<file path="src/rtl/muldiv_unit_pkg.sv">
// Shared types for the execute-stage multiply/divide unit: operation codes,
// PSW flag layout, step counts and sign helpers.
package muldiv_unit_pkg;

    typedef enum logic [1:0] {
        MD_MULU = 2'd0,
        MD_MUL  = 2'd1,
        MD_DIVU = 2'd2,
        MD_DIV  = 2'd3
    } muldiv_operation_e;

    typedef struct packed {
        logic cy;
        logic v;
        logic s;
        logic z;
        logic ac;
        logic p;
    } flags_t;

    typedef enum logic [1:0] {
        MD_IDLE  = 2'd0,
        MD_SETUP = 2'd1,
        MD_ITER  = 2'd2,
        MD_FIX   = 2'd3
    } md_state_e;

    localparam int MD_BYTE_STEPS = 8;
    localparam int MD_WORD_STEPS = 16;

    function automatic logic [15:0] md_abs16(input logic [15:0] x);
        return x[15] ? 16'(~x + 16'd1) : x;
    endfunction

    function automatic logic [31:0] md_neg32(input logic [31:0] x);
        return 32'(~x + 32'd1);
    endfunction

endpackage

</file>
<file path="src/rtl/muldiv_unit.sv">
// Iterative MULU/MUL/DIVU/DIV unit: shift-add multiply, restoring divide.
// Define MULDIV_EARLY_OUT_EN to let multiplies finish once the multiplier runs out of ones.
module muldiv_unit
    import muldiv_unit_pkg::*;
#(
    parameter int BITS_PER_STEP = 1
) (
    input  logic              clk,
    input  logic              reset_n,
    input  logic              ce,
    input  muldiv_operation_e operation,
    input  logic              wide,
    input  logic [15:0]       ta,
    input  logic [15:0]       td,
    input  logic [15:0]       tb,
    input  flags_t            flags_in,
    input  logic              execute,
    output logic              busy,
    output logic              done,
    output logic              div_error,
    output logic [15:0]       result_lo,
    output logic [15:0]       result_hi,
    output flags_t            flags
);

    md_state_e         state_q, state_d;
    muldiv_operation_e op_q, op_d;
    logic              wide_q, wide_d;
    logic [15:0]       ta_q, ta_d, td_q, td_d, tb_q, tb_d;
    flags_t            fin_q, fin_d;
    // acc holds the product for multiplies and {partial remainder, quotient} for divides;
    // mpl holds the multiplier or the divisor magnitude.
    logic [31:0]       acc_q, acc_d, mca_q, mca_d;
    logic [15:0]       mpl_q, mpl_d;
    logic [4:0]        cnt_q, cnt_d;
    logic              neg_res_q, neg_res_d, neg_rem_q, neg_rem_d, ovf_q, ovf_d;
    logic              done_q, done_d, err_q, err_d;
    logic [15:0]       lo_q, lo_d, hi_q, hi_d;
    flags_t            fl_q, fl_d;

    logic              is_mul, is_sgn, a_neg, b_neg, dvd_neg, hi_ge;
    logic [15:0]       a_op, b_op, a_mag, b_mag, p_init, q_init;
    logic [31:0]       dvd, dvd_mag;
    logic [4:0]        n_steps;

    always_comb begin
        is_mul  = (op_q == MD_MULU) || (op_q == MD_MUL);
        is_sgn  = (op_q == MD_MUL) || (op_q == MD_DIV);
        a_op    = wide_q ? ta_q : {{8{is_sgn & ta_q[7]}}, ta_q[7:0]};
        b_op    = wide_q ? tb_q : {{8{is_sgn & tb_q[7]}}, tb_q[7:0]};
        a_neg   = is_sgn & a_op[15];
        b_neg   = is_sgn & b_op[15];
        a_mag   = a_neg ? md_abs16(a_op) : a_op;
        b_mag   = b_neg ? md_abs16(b_op) : b_op;
        dvd     = wide_q ? {td_q, ta_q} : {{16{is_sgn & ta_q[15]}}, ta_q};
        dvd_neg = is_sgn & dvd[31];
        dvd_mag = dvd_neg ? md_neg32(dvd) : dvd;
        // Byte dividends are left-aligned in the quotient half so both widths shift from bit 15.
        p_init  = wide_q ? dvd_mag[31:16] : {8'h00, dvd_mag[15:8]};
        q_init  = wide_q ? dvd_mag[15:0]  : {dvd_mag[7:0], 8'h00};
        hi_ge   = p_init >= b_mag;
        n_steps = 5'((wide_q ? MD_WORD_STEPS : MD_BYTE_STEPS) / BITS_PER_STEP);
    end

    logic [31:0] it_acc, it_mca;
    logic [15:0] it_mpl, it_p, it_q;
    logic [16:0] it_t;

    always_comb begin
        it_acc = acc_q;
        it_mca = mca_q;
        it_mpl = mpl_q;
        it_p   = acc_q[31:16];
        it_q   = acc_q[15:0];
        it_t   = '0;
        for (int i = 0; i < BITS_PER_STEP; i++) begin
            if (it_mpl[0]) it_acc = it_acc + it_mca;
            it_mca = it_mca << 1;
            it_mpl = it_mpl >> 1;
            it_t   = {it_p, it_q[15]};
            it_q   = {it_q[14:0], 1'b0};
            if (it_t >= {1'b0, mpl_q}) begin
                it_t    = it_t - {1'b0, mpl_q};
                it_q[0] = 1'b1;
            end
            it_p = it_t[15:0];
        end
    end

    logic [31:0] prod;
    logic        sig, quo_bad;
    logic [15:0] quo_mag, rem_mag, quo, rem;
    logic [16:0] quo_lim;

    always_comb begin
        prod    = neg_res_q ? md_neg32(acc_q) : acc_q;
        if (wide_q) sig = is_sgn ? (prod[31:16] != {16{prod[15]}}) : (prod[31:16] != 16'h0);
        else        sig = is_sgn ? (prod[15:8] != {8{prod[7]}})    : (prod[15:8] != 8'h00);
        quo_mag = wide_q ? acc_q[15:0]  : {8'h00, acc_q[7:0]};
        rem_mag = wide_q ? acc_q[31:16] : {8'h00, acc_q[23:16]};
        quo     = neg_res_q ? 16'(~quo_mag + 16'd1) : quo_mag;
        rem     = neg_rem_q ? 16'(~rem_mag + 16'd1) : rem_mag;
        // A negative quotient may reach one step further than a positive one.
        quo_lim = wide_q ? (neg_res_q ? 17'd32768 : 17'd32767) : (neg_res_q ? 17'd128 : 17'd127);
        quo_bad = is_sgn & (ovf_q | ({1'b0, quo_mag} > quo_lim));
    end

    always_comb begin
        state_d   = state_q;
        op_d      = op_q;
        wide_d    = wide_q;
        ta_d      = ta_q;
        td_d      = td_q;
        tb_d      = tb_q;
        fin_d     = fin_q;
        acc_d     = acc_q;
        mca_d     = mca_q;
        mpl_d     = mpl_q;
        cnt_d     = cnt_q;
        neg_res_d = neg_res_q;
        neg_rem_d = neg_rem_q;
        ovf_d     = ovf_q;
        done_d    = 1'b0;
        err_d     = 1'b0;
        lo_d      = lo_q;
        hi_d      = hi_q;
        fl_d      = fl_q;
        case (state_q)
            MD_IDLE: begin
                if (execute) begin
                    op_d    = operation;
                    wide_d  = wide;
                    ta_d    = ta;
                    td_d    = td;
                    tb_d    = tb;
                    fin_d   = flags_in;
                    state_d = MD_SETUP;
                end
            end
            MD_SETUP: begin
                cnt_d     = n_steps;
                neg_rem_d = dvd_neg;
                ovf_d     = hi_ge;
                if (is_mul) begin
                    acc_d     = '0;
                    mca_d     = {16'h0000, a_mag};
                    mpl_d     = b_mag;
                    neg_res_d = a_neg ^ b_neg;
                    state_d   = MD_ITER;
`ifdef MULDIV_EARLY_OUT_EN
                    if (b_mag == 16'h0000) state_d = MD_FIX;
`endif
                end else if ((b_mag == 16'h0000) || (!is_sgn && hi_ge)) begin
                    err_d   = 1'b1;
                    state_d = MD_IDLE;
                end else begin
                    acc_d     = {p_init, q_init};
                    mpl_d     = b_mag;
                    neg_res_d = dvd_neg ^ b_neg;
                    state_d   = MD_ITER;
                end
            end
            MD_ITER: begin
                cnt_d = cnt_q - 5'd1;
                if (is_mul) begin
                    acc_d = it_acc;
                    mca_d = it_mca;
                    mpl_d = it_mpl;
                end else begin
                    acc_d = {it_p, it_q};
                end
                if (cnt_q == 5'd1) state_d = MD_FIX;
`ifdef MULDIV_EARLY_OUT_EN
                if (is_mul && (it_mpl == 16'h0000)) state_d = MD_FIX;
`endif
            end
            MD_FIX: begin
                state_d = MD_IDLE;
                if (is_mul) begin
                    lo_d    = prod[15:0];
                    hi_d    = wide_q ? prod[31:16] : 16'h0000;
                    fl_d    = fin_q;
                    fl_d.cy = sig;
                    fl_d.v  = sig;
                    done_d  = 1'b1;
                end else if (quo_bad) begin
                    err_d = 1'b1;
                end else begin
                    lo_d   = wide_q ? quo : {rem[7:0], quo[7:0]};
                    hi_d   = wide_q ? rem : 16'h0000;
                    fl_d   = fin_q;
                    done_d = 1'b1;
                end
            end
            default: state_d = MD_IDLE;
        endcase
    end

    always_ff @(posedge clk or negedge reset_n) begin
        if (!reset_n) begin
            state_q   <= MD_IDLE;
            op_q      <= MD_MULU;
            wide_q    <= 1'b0;
            ta_q      <= '0;
            td_q      <= '0;
            tb_q      <= '0;
            fin_q     <= '0;
            acc_q     <= '0;
            mca_q     <= '0;
            mpl_q     <= '0;
            cnt_q     <= '0;
            neg_res_q <= 1'b0;
            neg_rem_q <= 1'b0;
            ovf_q     <= 1'b0;
            done_q    <= 1'b0;
            err_q     <= 1'b0;
            lo_q      <= '0;
            hi_q      <= '0;
            fl_q      <= '0;
        end else if (ce) begin
            state_q   <= state_d;
            op_q      <= op_d;
            wide_q    <= wide_d;
            ta_q      <= ta_d;
            td_q      <= td_d;
            tb_q      <= tb_d;
            fin_q     <= fin_d;
            acc_q     <= acc_d;
            mca_q     <= mca_d;
            mpl_q     <= mpl_d;
            cnt_q     <= cnt_d;
            neg_res_q <= neg_res_d;
            neg_rem_q <= neg_rem_d;
            ovf_q     <= ovf_d;
            done_q    <= done_d;
            err_q     <= err_d;
            lo_q      <= lo_d;
            hi_q      <= hi_d;
            fl_q      <= fl_d;
        end
    end

    assign busy      = execute | (state_q != MD_IDLE);
    assign done      = done_q;
    assign div_error = err_q;
    assign result_lo = lo_q;
    assign result_hi = hi_q;
    assign flags     = fl_q;

endmodule

</file>
<file path="config.mk">
export PLATFORM = sky130hd
export DESIGN_NAME = muldiv_unit
export DESIGN_NICKNAME = d
export VERILOG_FILES = /design/src/rtl/muldiv_unit_pkg.sv /design/src/rtl/muldiv_unit.sv
export SDC_FILE = /design/constraint.sdc
export NUM_CORES = 1
export LEC_CHECK = 0
export ABC_AREA = 1
export CORE_MARGIN = 4
export CORE_UTILIZATION = 60
export CTS_CLUSTER_SIZE = 25
export DETAILED_ROUTE_END_ITERATION = 7
export PLACE_DENSITY = 0.81
export SYNTH_ARGS = -nofsm -noshare
export SYNTH_HDL_FRONTEND = slang
export SYNTH_SLANG_ARGS = --single-unit
</file>
<file path="constraint.sdc">
create_clock -name clk -period 4.1 [get_ports clk]
set_input_delay 0.615 -clock clk [delete_from_list [all_inputs] [get_ports clk]]
set_output_delay 0.615 -clock clk [all_outputs]
set_load 0.005 [all_outputs]
</file>
==> flow_summary.toml, run 1 <==
[clock_network]
clock_path_buffers = 2
worstSkewPairLatency_ps = 460
clkSinkCount = 187
cts_buffers = 17
htreeDepth = 4
root_buffer = "clkbuf_16"
post_cts_buffers = 0
clk_pin_slew_ps = 90
tritoncts = "yes"

[grt]
grt_first_pass_wirelength_um = 80430
track_usage_pct = 34.71
grt-ovfl-total = 0
antenna_found_initial = 0
grt_start_max_net_pins = 99
grt_pass1_vias = 15690

[timing]
max_slew.worst_pin.slew_ps = 855.2
maxSlewHeadroom_pct = 42.99
final-max-slew-violation-count = 0
final.setup.tns_ps = 0
skew_ps = 19.51
hold_viol = 0
min_period_ps = 3852
fmax_mhz = 259.6
setup_slack_ps = 247.5
setup_violations = 0
finalCritPeriodShare_pct = 93.96

[placed_design]
portBuffers = 101
gp_congestion = 0.9880
dp_slack_ps = 95.80
hpwl_um = 38810

[finish]
antenna_cells = 0
final_nets = 2593
fillCellCount = 2345
drive_gt1_share_pct = 5.875
synthToLayoutAreaGrowth_pct = 12.82
postLayoutCoreUtil_pct = 68.43

[floorplanning]
core_area_mm2 = 0.02598
io_pins = 102
dieWidth_um = 170.1
die_h_um = 170.1
die_area_mm2 = 0.02892
row_count = 59
start_util_pct = 60.65

[critical_path]
critPathKind = "flop to flop"
rrSetupSlack_ps = 250
cp.arrival_ps = 4230
cpPeakStageDelay_ps = 400
cp.buffers_inverters = 3
critPathCaptureType = "flop"
startpoint_type = "flop"
critical_path.most_common_cell = "nand2_1"
crit_family = "simple AND/OR/NAND/NOR gates"
required_ps = 4480
cp_slowest_cell = "dfrtp_1"
worstPathMaxFanout = 32

[yosys]
synthesis.area_mm2 = 0.01576
synth_seq_cells = 187
yosysWarnings = 0
synth_nets = 2525
synth.distinct_cells = 50
syn_area_per_cell_um2 = 6.650
yosysSeqAreaShare_pct = 29.69
postSynthCellCount = 2370

[route]
via_count = 16610
drt_iter0_markers = 1720
firstDrtPassIters = 6
vias_per_cell = 5.963
drtAntennaViolNets = 0
drc = 0
wl_per_cell_um = 18.17
routed_wl_um = 50610

[status]
outcome = "finished clean"

[min_path]
min_path_type = "input port to async pin"

[job]
maxCapViolCount = 0
[metrics by stage]
stage / cells / cell area [um^2] / hold slack (ps)
final: 2786 / 17780 / 238.9
after global routing: 2786 / 17780 / 318.9
after CTS: 2786 / 17730 / 281.5
after detailed placement: 2754 / 17150 / 458.8
after global placement: 2754 / 17150 / 455.6
after floorplan: 2370 / 15760 / 319.4
[routing by layer]
metal	up-vias	routed length (um)	track usage [%]
met3	163	4841	6.179
met4	0	2239	14.65
met2	870	22590	55.23
met1	7597	20940	46.84
li1	7984	-	-
met5	-	0	0
[registers in the layout, summed over array words and instances (netlist names), 6 cells and up, named ones only]
name and count:
acc_q 32, fin_q 6, flags 6, mca_q 32, mpl_q 16, result_hi 16
result_lo 16, ta_q 16, tb_q 16, td_q 16
[worst paths after layout]
check | start | end | cells past startpoint
min | reset_n | result_lo[3]$_DFFE_PN0P_ | 1
max in group asynchronous | reset_n | mca_q[20]$_DFFE_PN0P_ | 2
max | ta_q[0]$_DFFE_PN0P_ | acc_q[14]$_DFFE_PN0P_ | 28
max reg2reg | ta_q[0]$_DFFE_PN0P_ | acc_q[14]$_DFFE_PN0P_ | 28
min reg2reg | mpl_q[10]$_DFFE_PN0P_ | mpl_q[10]$_DFFE_PN0P_ | 2
min in group clk | mpl_q[10]$_DFFE_PN0P_ | mpl_q[10]$_DFFE_PN0P_ | 2
[cell usage after synthesis, drive strengths merged]
library cell / number / area, um^2
nand3: 220 / 1119
a21oi: 145 / 725.7
or2: 5 / 31.28
mux2: 29 / 326.6
nand2: 679 / 2579
o31ai: 19 / 142.6
o2111ai: 3 / 26.28
a31oi: 10 / 62.56
mux2i: 2 / 20.02
nand3b: 6 / 45.04
ha: 92 / 1151
o21ai: 197 / 993.4
nand4: 29 / 181.4
inv: 228 / 858.3
o211ai: 20 / 150.1
and3: 2 / 12.51
a21boi: 3 / 22.52
a211oi: 4 / 30.03
nor3: 31 / 165.2
o22ai: 9 / 56.30
nor2b: 1 / 6.260
o21bai: 8 / 60.06
o21a: 7 / 52.55
xnor2: 12 / 105.1
o221ai: 5 / 43.79
dfrtp: 187 / 4679
clkbuf: 61 / 229.0
nand2b: 1 / 6.260
buf: 36 / 210.2
fa: 2 / 40.04
nor4: 3 / 18.77
o211a: 2 / 20.02
nor2: 226 / 850.8
a21o: 10 / 75.07
a22oi: 1 / 7.510
xor2: 75 / 656.9
[cell usage in the layout, fill, tap and decap left out, drive strengths merged, types with 4 or more instances in the layout]
cell	Yosys	layout
nand2	679	679
inv	228	235
nor2	226	226
nand3	220	220
o21ai	197	197
dfrtp	187	187
a21oi	145	145
clkdlybuf4s50	0	100
ha	92	92
xor2	75	75
buf	36	45
nor3	31	31
nand4	29	29
mux2	29	29
o211ai	20	20
clkbuf	61	20
o31ai	19	19
xnor2	12	12
a21o	10	10
a31oi	10	10
o22ai	9	9
o21bai	8	8
o21a	7	7
nand3b	6	6
or2	5	5
o221ai	5	5
a211oi	4	4
clkinv	0	4
[final cells by class]
class	instances	area, um^2	share of cell area (%)
Clock buffer	19	432.9	2.435
Sequential cell	187	4682	26.33
Multi-Input combinational cell	1858	9842	55.35
Timing Repair Buffer	146	1398	7.860
Clock inverter	13	148.9	0.8374
Inverter	228	858.3	4.827
Tap cell	335	419.2	2.357
[timing repair]
item                       CTS  global route
resized for setup            0            14
hold buffers                 0             0
setup endpoints to repair    0            51
[cells by family (layout without fill, tap and decap cells)]
kind of cell / after synthesis / after routing / synth area share, %
compound gates: 443 / 443 / 15.66
simple gates: 1203 / 1203 / 31.82
xor+xnor: 87 / 87 / 4.835
mux: 31 / 31 / 2.199
flops: 187 / 187 / 29.69
fa+ha+maj: 94 / 94 / 7.558
buf+inv: 325 / 406 / 8.233
Power of run 1 is not shown: default switching activity piles up to over one toggle a cycle in this logic, so the estimate is an artifact.
==> run 2, diff against run 1 <==
PLACE_DENSITY = 0.82   (was 0.81)
==> run 2 against run 1 <==
Final cell count grew 0.32%. Sequential cell count is the same. Global-route usage grew 0.61 points. Non-clock buffer count grew 10. Highest routed layer unchanged. Worst setup slack lost 29 ps. Routed wire length grew 2.5%. Register-to-register slack lost 30 ps. Via count grew 0.46%. Fmax shrank 0.75%.
==> flow_summary.toml, run 2 (same netlist as run 1, synthesis figures left out) <==
[finish]
final_cells = 2795
drive_gt1_share_pct = 6.789
synthToLayoutAreaGrowth_pct = 14.11
fin_area_mm2 = 0.01798
mostFrequentLayoutCells = "669 x nand2_1, 221 x inv_1, 220 x nor2_1"
postLayoutCoreUtil_pct = 69.21
antenna_cells = 0
final_nets = 2603
largest_registers = "acc_q: 32 flops, mca_q: 32 flops"
final_common_cell = "nand2_1"
fillCellCount = 2264
seqCellArea_mm2 = 0.004682
multi_input_area_mm2 = 0.009922

[placed_design]
dpl-instance-area_mm2 = 0.01715
portBuffers = 101
dp_cells = 2751
hpwl_um = 39650
gp_congestion = 0.9727

[route]
drc = 0
firstDrtPassIters = 6
drt_iter0_markers = 1654
routed_wl_um = 51880
via_count = 16690
drtAntennaViolNets = 0
wl_per_cell_um = 18.56
vias_per_cell = 5.972

[status]
outcome = "finished clean"

[timing]
setup_violations = 0
finalCritPeriodShare_pct = 94.68
maxSlewHeadroom_pct = 37.16
fmax_mhz = 257.6
max_slew.worst_pin.slew_ps = 942.6
hold_viol = 0
min_period_ps = 3882
skew_ps = 15.90
timing.hold.ws_ps = 274.4
final-max-slew-violation-count = 0

[floorplanning]
start_util_pct = 60.65
row_count = 59
dieWidth_um = 170.1
core_area_mm2 = 0.02598
die_area_mm2 = 0.02892
io_pins = 102
die_h_um = 170.1

[grt]
track_usage_pct = 35.32
grt_first_pass_wirelength_um = 81590
antenna_found_initial = 0
grt_start_max_net_pins = 116
grt-ovfl-total = 0
grt_pass1_vias = 15700

[critical_path]
cp.arrival_ps = 4250
worstPathMaxFanout = 8
critPathKind = "flop to flop"
startpoint_type = "flop"
critPathCaptureType = "flop"
required_ps = 4470

[clock_network]
clkSinkCount = 187
tritoncts = "yes"
clock_path_buffers = 2
worstSkewPairLatency_ps = 440
root_buffer = "clkbuf_16"
clk_pin_slew_ps = 80
htreeDepth = 4
cts_buffers = 17

[job]
maxCapViolCount = 0

[min_path]
min_path_type = "input port to async pin"
-- run 2: metal layers --
layer  global-route usage, %  vias to the layer above  share of wire (%)
met1                   46.68                     7788                 41
met3                   6.063                      128                8.7
met2                   58.01                      757                 46
met5                       0                        -                  0
met4                   13.92                        0                4.0
li1                        -                     8018                  -
-- run 2: critical path, cell delays in order (launching register included) --
cell	delay [ps]
dfrtp_1	400
inv_2	100
ha_2	210
nand3_2	100
nor3_2	240
nand3_2	170
nor2_4	130
nand2_2	100
nor2_4	150
buf_4	120
nor3_1	30
nand3b_1	260
ha_1	340
nand2_1	60
o21ai_1	120
nand2_1	70
o211ai_1	90
nand2_1	70
nand2_1	60
a31oi_1	50
or2_2	310
nand2_4	100
nand2_4	110
nand2_8	120
clkbuf_16	180
nand2_1	60
nand2_1	80
-- run 2: worst paths after layout --
check	startpoint	to	slack, ps	cells past startpoint
setup reg to reg	ta_q[0]$_DFFE_PN0P_	acc_q[31]$_DFFE_PN0P_	220	26
hold reg to reg	result_hi[0]$_DFFE_PN0P_	result_hi[0]$_DFFE_PN0P_	480	2
min in group clk	result_hi[0]$_DFFE_PN0P_	result_hi[0]$_DFFE_PN0P_	480	2
setup / recovery	ta_q[0]$_DFFE_PN0P_	acc_q[31]$_DFFE_PN0P_	220	26
hold / removal	reset_n	result_lo[5]$_DFFE_PN0P_	270	1
max in group asynchronous	reset_n	wide_q$_DFFE_PN0P_	2860	2
-- run 2: per-stage QoR --
step	setup TNS, ps	setup WS [ps]
detailed placement	-2114	-77.29
global route	-73.66	-12.95
finish	0	218.3
floorplan	0	560.4
CTS	0	46.25
global placement	-1328	-49.04
-- run 2: layout make-up --
class / count / share of cell area, %
flip-flops and latches: 187 / 26.03
repair buffers: 156 / 8.474
inverters: 228 / 4.773
well taps: 335 / 2.331
multi-input cells: 1858 / 55.17
clock buffers: 17 / 2.366
clock inverters: 14 / 0.8488
-- run 2: timing repair --
action                                  in CTS  in global routing
resized for setup                            1                 30
cloned                                       0                  3
hold buffers                                 0                  0
endpoints found under the setup margin      49                 51
pin swaps                                    1                 15
setup buffers                                1                  9
Power of run 2 is left out for the same reason.
